[config.mk]
export PLATFORM = sky130hd
export DESIGN_NAME = audio_note_sequencer_flat
export DESIGN_NICKNAME = d
export VERILOG_FILES = /design/src/rtl/audio_note_sequencer_if.sv /design/src/rtl/audio_note_sequencer.sv /design/src/flat_wrapper.sv
export SDC_FILE = /design/constraint.sdc
export NUM_CORES = 1
export LEC_CHECK = 0
export CORE_UTILIZATION = 25
export CTS_CLUSTER_DIAMETER = 30
export CTS_CLUSTER_SIZE = 28
export DETAILED_ROUTE_END_ITERATION = 10
export GPL_ROUTABILITY_DRIVEN = 0
export SLEW_MARGIN = 30
export SYNTH_ARGS = -nofsm -noshare
export SYNTH_HDL_FRONTEND = slang
export SYNTH_SLANG_ARGS = --single-unit
[constraint.sdc]
create_clock -name clk_i -period 6.7 [get_ports clk_i]
set_input_delay 0.67 -clock clk_i [delete_from_list [all_inputs] [get_ports clk_i]]
set_output_delay 0.67 -clock clk_i [all_outputs]
set_load 0.02 [all_outputs]
[src/rtl/audio_note_sequencer_if.sv]
`default_nettype none
// ============================================================================
//  Module      : audio_note_sequencer_if
//  Description : Bundle of note-table write port, sequence control and
//                oscillator-facing outputs of audio_note_sequencer.
//  Revision    : 1.0 - initial release
// ============================================================================
interface audio_note_sequencer_if #(
    parameter int DEPTH  = 16,
    parameter int FREQ_W = 16,
    parameter int DUR_W  = 12
);
    logic                       wr_en_i;
    logic [$clog2(DEPTH)-1:0]   wr_addr_i;
    logic [FREQ_W-1:0]          wr_freq_i;
    logic [DUR_W-1:0]           wr_dur_i;
    logic [$clog2(DEPTH):0]     len_i;
    logic                       loop_i;
    logic                       start_i;
    logic                       stop_i;
    logic [FREQ_W-1:0]          freq_o;
    logic                       gate_o;
    logic                       busy_o;
    logic                       done_o;
    logic [$clog2(DEPTH)-1:0]   note_idx_o;

    // Controller side: programs the table and drives start/stop.
    modport master (
        output wr_en_i, wr_addr_i, wr_freq_i, wr_dur_i,
        output len_i, loop_i, start_i, stop_i,
        input  freq_o, gate_o, busy_o, done_o, note_idx_o
    );

    // Sequencer side.
    modport slave (
        input  wr_en_i, wr_addr_i, wr_freq_i, wr_dur_i,
        input  len_i, loop_i, start_i, stop_i,
        output freq_o, gate_o, busy_o, done_o, note_idx_o
    );
endinterface
`default_nettype wire

[src/rtl/audio_note_sequencer.sv]
`default_nettype none
// ============================================================================
//  Module      : audio_note_sequencer
//  Description : Plays a programmable table of (frequency, duration) notes
//                into a square-wave oscillator, with optional looping and a
//                one-cycle completion pulse.
//  Revision    : 1.0 - initial release
// ============================================================================
module audio_note_sequencer #(
    parameter int DEPTH    = 16,
    parameter int FREQ_W   = 16,
    parameter int DUR_W    = 12,
    parameter int TICK_DIV = 1000
) (
    input  wire logic                  clk_i,
    input  wire logic                  rst_i,
    audio_note_sequencer_if.slave      bus
);
    localparam int IDX_W = $clog2(DEPTH);
    localparam int LEN_W = IDX_W + 1;
    localparam int PRE_W = $clog2(TICK_DIV);
    localparam logic [LEN_W-1:0] DEPTH_LEN = LEN_W'(DEPTH);
    localparam logic [PRE_W-1:0] PRE_LAST  = PRE_W'(TICK_DIV - 1);

    typedef enum logic [1:0] {
        IDLE = 2'd0,
        LOAD = 2'd1,
        PLAY = 2'd2
    } state_t;

    state_t              state;
    state_t              state_next;

    logic [FREQ_W-1:0]   freq_mem [DEPTH];
    logic [DUR_W-1:0]    dur_mem  [DEPTH];

    logic [IDX_W-1:0]    idx;
    logic [LEN_W-1:0]    len_q;
    logic [PRE_W-1:0]    presc;
    logic [DUR_W-1:0]    dur_cnt;
    logic [FREQ_W-1:0]   freq;
    logic                gate;
    logic                done;
    logic [IDX_W-1:0]    note_idx;

    logic                accept;
    logic                tick;
    logic                note_end;
    logic                last;
    logic [LEN_W-1:0]    len_clamped;
    logic [FREQ_W-1:0]   rd_freq;
    logic [DUR_W-1:0]    rd_dur;

    // Combinational read of the entry addressed by idx; the table is only
    // updated at the clock edge, so a same-cycle write yields the old data.
    assign rd_freq     = freq_mem[idx];
    assign rd_dur      = dur_mem[idx];
    assign len_clamped = (bus.len_i > DEPTH_LEN) ? DEPTH_LEN : bus.len_i;

    assign bus.freq_o     = freq;
    assign bus.gate_o     = gate;
    assign bus.done_o     = done;
    assign bus.note_idx_o = note_idx;
    assign bus.busy_o     = (state != IDLE);

    // Note-table write port; contents deliberately survive reset.
    always_ff @(posedge clk_i) begin
        if (bus.wr_en_i) begin
            freq_mem[bus.wr_addr_i] <= bus.wr_freq_i;
            dur_mem[bus.wr_addr_i]  <= bus.wr_dur_i;
        end
    end

    // State register.
    always_ff @(posedge clk_i) begin
        if (rst_i) begin
            state <= IDLE;
        end else begin
            state <= state_next;
        end
    end

    // Next-state logic plus the shared tick / note-end / last-entry decodes.
    always_comb begin
        state_next = state;
        accept     = (state == IDLE) && bus.start_i && !bus.stop_i &&
                     (bus.len_i != '0);
        tick       = (state == PLAY) && (presc == PRE_LAST);
        note_end   = tick && (dur_cnt == DUR_W'(1));
        // Wrap decision by compare, so any len_q up to DEPTH works.
        last       = ({1'b0, idx} == (len_q - LEN_W'(1)));
        case (state)
            IDLE: begin
                if (accept) begin
                    state_next = LOAD;
                end
            end
            LOAD: begin
                state_next = bus.stop_i ? IDLE : PLAY;
            end
            PLAY: begin
                // Abort outranks a note end in the same cycle.
                if (bus.stop_i) begin
                    state_next = IDLE;
                end else if (note_end) begin
                    state_next = (!last || bus.loop_i) ? LOAD : IDLE;
                end
            end
            default: begin
                state_next = IDLE;
            end
        endcase
    end

    // Datapath: sequence position, tick prescaler, duration and outputs.
    always_ff @(posedge clk_i) begin
        if (rst_i) begin
            idx      <= '0;
            len_q    <= '0;
            presc    <= '0;
            dur_cnt  <= '0;
            freq     <= '0;
            gate     <= 1'b0;
            done     <= 1'b0;
            note_idx <= '0;
        end else begin
            done <= 1'b0;
            case (state)
                IDLE: begin
                    freq  <= '0;
                    gate  <= 1'b0;
                    presc <= '0;
                    if (accept) begin
                        len_q <= len_clamped;
                        idx   <= '0;
                    end
                end
                LOAD: begin
                    if (bus.stop_i) begin
                        freq <= '0;
                        gate <= 1'b0;
                    end else begin
                        freq     <= rd_freq;
                        gate     <= (rd_freq != '0);
                        // A zero duration still plays for one tick.
                        dur_cnt  <= (rd_dur == '0) ? DUR_W'(1) : rd_dur;
                        presc    <= '0;
                        note_idx <= idx;
                    end
                end
                PLAY: begin
                    if (bus.stop_i) begin
                        freq <= '0;
                        gate <= 1'b0;
                    end else begin
                        presc <= tick ? '0 : presc + PRE_W'(1);
                        if (note_end) begin
                            if (!last) begin
                                idx <= idx + IDX_W'(1);
                            end else if (bus.loop_i) begin
                                idx <= '0;
                            end else begin
                                freq <= '0;
                                gate <= 1'b0;
                                done <= 1'b1;
                            end
                        end else if (tick) begin
                            dur_cnt <= dur_cnt - DUR_W'(1);
                        end
                    end
                end
                default: begin
                    freq <= '0;
                    gate <= 1'b0;
                end
            endcase
        end
    end
endmodule
`default_nettype wire

[src/flat_wrapper.sv]
// flat-port wrapper written by rule: the top's interface ports become plain ports
module audio_note_sequencer_flat 
#(
    parameter int DEPTH    = 16,
    parameter int FREQ_W   = 16,
    parameter int DUR_W    = 12,
    parameter int TICK_DIV = 1000
)
  (clk_i, rst_i, bus_wr_en_i, bus_wr_addr_i, bus_wr_freq_i, bus_wr_dur_i, bus_len_i, bus_loop_i, bus_start_i, bus_stop_i, bus_freq_o, bus_gate_o, bus_busy_o, bus_done_o, bus_note_idx_o);
  audio_note_sequencer_if #(.DEPTH(DEPTH), .FREQ_W(FREQ_W), .DUR_W(DUR_W)) bus_i ();
  input  wire logic clk_i;
  input  wire logic rst_i;
  input wire logic [$bits(bus_i.wr_en_i)-1:0] bus_wr_en_i;
  input wire logic [$bits(bus_i.wr_addr_i)-1:0] bus_wr_addr_i;
  input wire logic [$bits(bus_i.wr_freq_i)-1:0] bus_wr_freq_i;
  input wire logic [$bits(bus_i.wr_dur_i)-1:0] bus_wr_dur_i;
  input wire logic [$bits(bus_i.len_i)-1:0] bus_len_i;
  input wire logic [$bits(bus_i.loop_i)-1:0] bus_loop_i;
  input wire logic [$bits(bus_i.start_i)-1:0] bus_start_i;
  input wire logic [$bits(bus_i.stop_i)-1:0] bus_stop_i;
  output wire logic [$bits(bus_i.freq_o)-1:0] bus_freq_o;
  output wire logic [$bits(bus_i.gate_o)-1:0] bus_gate_o;
  output wire logic [$bits(bus_i.busy_o)-1:0] bus_busy_o;
  output wire logic [$bits(bus_i.done_o)-1:0] bus_done_o;
  output wire logic [$bits(bus_i.note_idx_o)-1:0] bus_note_idx_o;
  assign bus_i.wr_en_i = bus_wr_en_i;
  assign bus_i.wr_addr_i = bus_wr_addr_i;
  assign bus_i.wr_freq_i = bus_wr_freq_i;
  assign bus_i.wr_dur_i = bus_wr_dur_i;
  assign bus_i.len_i = bus_len_i;
  assign bus_i.loop_i = bus_loop_i;
  assign bus_i.start_i = bus_start_i;
  assign bus_i.stop_i = bus_stop_i;
  assign bus_freq_o = bus_i.freq_o;
  assign bus_gate_o = bus_i.gate_o;
  assign bus_busy_o = bus_i.busy_o;
  assign bus_done_o = bus_i.done_o;
  assign bus_note_idx_o = bus_i.note_idx_o;
  audio_note_sequencer #(.DEPTH(DEPTH), .FREQ_W(FREQ_W), .DUR_W(DUR_W), .TICK_DIV(TICK_DIV)) u_core (.clk_i(clk_i), .rst_i(rst_i), .bus(bus_i));
endmodule
==> impl_results.md <==
* IO Count at 66
* DRC at 0
* Drt first-iter violations at 985
* Core Area at 0.07785 mm^2
* Clk pwr share at 0.553
* CP Cell Sequence: buf_16 > buf_4 > mux4_2 > mux4_2 > nor4_1 > nand4_1 > a22oi_1 > nor2_1
* Fin. Hold Viols at 0
* Final Cell Area at 0.02497 mm^2
* Net Sw Frac at 0.2110
* Combinational power share at 0.022
* Max H-tree Level at 3
* Max clock buf depth at 3
* Crit end category: flip-flop
* Root Driver: clkbuf_16
* Pre-CTS WS at 3168 ps
* Max_cap viols at 0
* Syn Std Cell Area at 0.01974 mm^2
* Synth top area cells: edfxtp_1 (68%), mux4_2 (14%), dfxtp_1 (6.0%)
* Crit share post-route at 0.5122
* Fillers at 7456
* Clk_lat worst skew at 640 ps
* CP peak stage delay at 680 ps
* Yosys warnings at 0
* Placed cell area at 0.02177 mm^2
* Largest net degree at the start of global routing at 54
* DRT Wirelength at 47840 um
* Vias in the first global route at 10891
* Worst endpoint data arrival time at 3930 ps
* Antenna violations before repair at 8
* Crit-path slowest cell: dfxtp_4
* Crit Path Max Fanout at 28
* CP top delay family: multiplexers
* Cell-internal power at 6.562 mW
* Worst-margin pin slew at 959.8 ps
* Outcome: finished, final reports clean
* Via count at 10424
* Cell Pwr Density at 333.0 mW/mm^2
* Worst-path clk slew at 50 ps
* Final Max Slew Viols at 0
* Most used cell, CP: mux4_2
* Share of power burned in registers at 0.424
* HPWL after detailed placement at 26550 um
* # rows at 102
* Setup tns final at 0 ps
* Fmax at 291.4 MHz
* EDFF count, synth at 448
* Share of layout cells above drive strength 1 at 0.2698
* Syn_nets at 1070
* Register Area at 0.01464 mm^2
* Cells after Synth at 1022
* Flop-to-flop setup slack at 3270 ps
* Hold slack at 485.3 ps
* Die X at 283.0 um
* Diode count at 0
* # nets final at 1208
* Port bufs at 65
* Reg2reg end: u_core.bus.gate_o
* Total track usage at 0.1194
* Post-CTS Setup Repair Bufs at 0
* Hold/Removal Path Class: flip-flop to flip-flop
* Relative max-transition margin at 0.3601
* Top cell type's share of synthesized area at 0.6814
* Drt first pass iters at 6
* Post-synthesis cell type count at 58
* PostCTS Resize Cnt at 0
* Critical path buffers and inverters at 2
* Vias per cell at 4.576
* Clk sink count at 507
* Final Core Density at 0.3208
* Ys flop type: edfxtp_1
* CTS tree: built
* Min-delay src: u_core.dur_cnt[4]
* Min cycle time layout at 3431 ps
* Area of the multi-input gates at 0.004933 mm^2
* Worst r2r path cells at 8
* Num CTS Buffers at 97
* Hold-fix buffers at CTS at 0
* Peak supply drop at 0.0002260 V
* Yosys top cell by area: edfxtp_1
* First-pass GRT wire length at 70900 um
* Die ar. at 0.08010 mm^2
* Ys async rst share at 0
* Leakage power figure at 7.709 nW
* Setup violators final at 0
* Crit path launch type: flip-flop
* Post-route setup slack at 3269 ps
* Per-cell routed wire length at 21.00 um
* Gr ovfl total at 0
* Worst Path Required at 7200 ps
* WP depth at 8
* Clk_skew at 53.57 ps
* Worst setup path end: u_core.bus.gate_o
* Critical path class: flip-flop to flip-flop
* Initial Util at 0.2536
* Mapped Avg Cell Area at 19.32 um^2
* NetSw at 1.754 mW
* Register area share after synthesis at 0.7412
* Register bit total from synthesis at 507
* Area delta synth->final at 26.48%
* RSZ-0062 raised after global routing: false
* Routed Antenna Nets at 0
* Die height at 283.0 um
-- logic make-up after synthesis --
logic type / share of synthesized area
and+or+nand+nor: 0.04854
muxes: 0.1493
buffers and inverters: 0.01489
adders and majority gates: 0.003676
DFF: 0.7412
xor gates and xnor gates: 0.004690
AOI/OAI and AO/OA: 0.03771
-- worst reg2reg max path, cell delays in order (launching register included) --
cell and delay [ps]:
dfxtp_4 680, buf_16 300, buf_4 470, mux4_2 580, mux4_2 490, nor4_1 420, nand4_1 150, a22oi_1 170
nor2_1 70
-- routing by layer --
metal,GRT usage,share of wire
met1,0.1638,0.44
met2,0.1814,0.47
met3,0.03027,0.069
met4,0.04470,0.025
met5,0,0.00086
-- worst min-delay path by stage --
| stage | endpoint | slack [ps] | cells past startpoint |
|---|---|---|---|
| 6_report | u_core.dur_cnt[4] | 490 | 2 |
| 5_1_grt | u_core.dur_cnt[10] | 520 | 2 |
| 4_1_cts | u_core.dur_cnt[4] | 490 | 2 |
| 3_5_place_dp | u_core.dur_cnt[4] | 480 | 2 |
| 3_3_place_gp | u_core.dur_cnt[10] | 460 | 2 |
| 2_1_floorplan | u_core.dur_cnt[10] | 440 | 2 |
-- stage by stage --
step / total power, mW / instances
2_1_floorplan: 3.662 / 1022
3_3_place_gp: 3.762 / 2100
3_5_place_dp: 3.772 / 2101
4_1_cts: 8.384 / 2278
5_1_grt: 8.552 / 2278
6_report: 8.316 / 2278
-- flip-flops by register name, summed over array words and instances, names as in the netlist, named ones only --
name                   flops
u_core.dur_cnt            12
u_core.bus.done_o          1
u_core.freq_mem          256
u_core.bus.freq_o         16
u_core.bus.gate_o          1
u_core.bus.note_idx_o      4
u_core.presc              10
u_core.idx                 4
u_core.dur_mem           192
u_core.len_q               5
u_core.state               2
-- power by group through the flow --
| stage | Clock, mW | Sequential (mW) | Combinational [mW] |
|---|---|---|---|
| finish | 4.60 | 3.53 | 0.187 |
| CTS | 4.67 | 3.53 | 0.188 |
| floorplan | 0 | 3.58 | 0.0825 |
| global route | 4.82 | 3.53 | 0.202 |
| global placement | 0 | 3.58 | 0.181 |
| detailed placement | 0 | 3.58 | 0.188 |
-- synthesized netlist by cell type (2+ instances only) --
cell type  instances
edfxtp_1         448
mux4_2           124
nor2_1            75
dfxtp_1           59
a22oi_1           34
a21oi_1           27
nand2_1           27
clkbuf_1          24
o21ai_0           16
buf_2             13
nand3_1           12
mux2i_1           11
nand2b_1          11
nor3_1            11
buf_1              9
inv_1              8
nor4_1             8
nor2b_1            7
nor3b_1            7
xor2_1             7
buf_6              6
or3_1              6
a211oi_1           5
ha_1               5
a221oi_1           4
a31oi_1            4
mux2_2             4
nand3b_1           4
nand4_1            4
a22o_1             3
and2_1             3
o22ai_1            3
or4_1              3
o221ai_1           2
o2bb2ai_1          2
o31ai_1            2
or2_2              2
or4b_2             2
-- placed cells by master, fill, tap and decap left out, drive strengths merged, types with 3 or more instances in the layout --
master,synthesis,routed
inv,8,11
clkinv,0,37
o21ai,17,17
nor2,75,75
nand4,4,4
clkbuf,24,119
or3,6,6
o22ai,3,3
ha,5,5
nand2,27,27
nor3,11,11
or4,3,3
nor3b,7,7
nor4,9,9
nor2b,7,7
bufinv,0,7
mux2i,11,11
buf,29,28
and2,3,3
edfxtp,448,448
nand2b,11,11
xor2,7,7
clkdlybuf4s50,0,64
nand3b,4,4
clkinvlp,0,11
a31oi,4,4
mux2,4,4
nand3,12,12
a22o,3,3
a22oi,34,34
dfxtp,59,59
a21oi,27,27
a221oi,4,4
a211oi,5,5
mux4,124,124
-- layout make-up --
class,count,area share
inverters,8,0.001202
clock inverters,58,0.02585
repair buffers,92,0.03487
multi-input cells,454,0.1976
clock buffers,119,0.1021
flip-flops and latches,507,0.5863
well taps,1040,0.05211
Note: power is estimated with default switching activity, not from simulation.
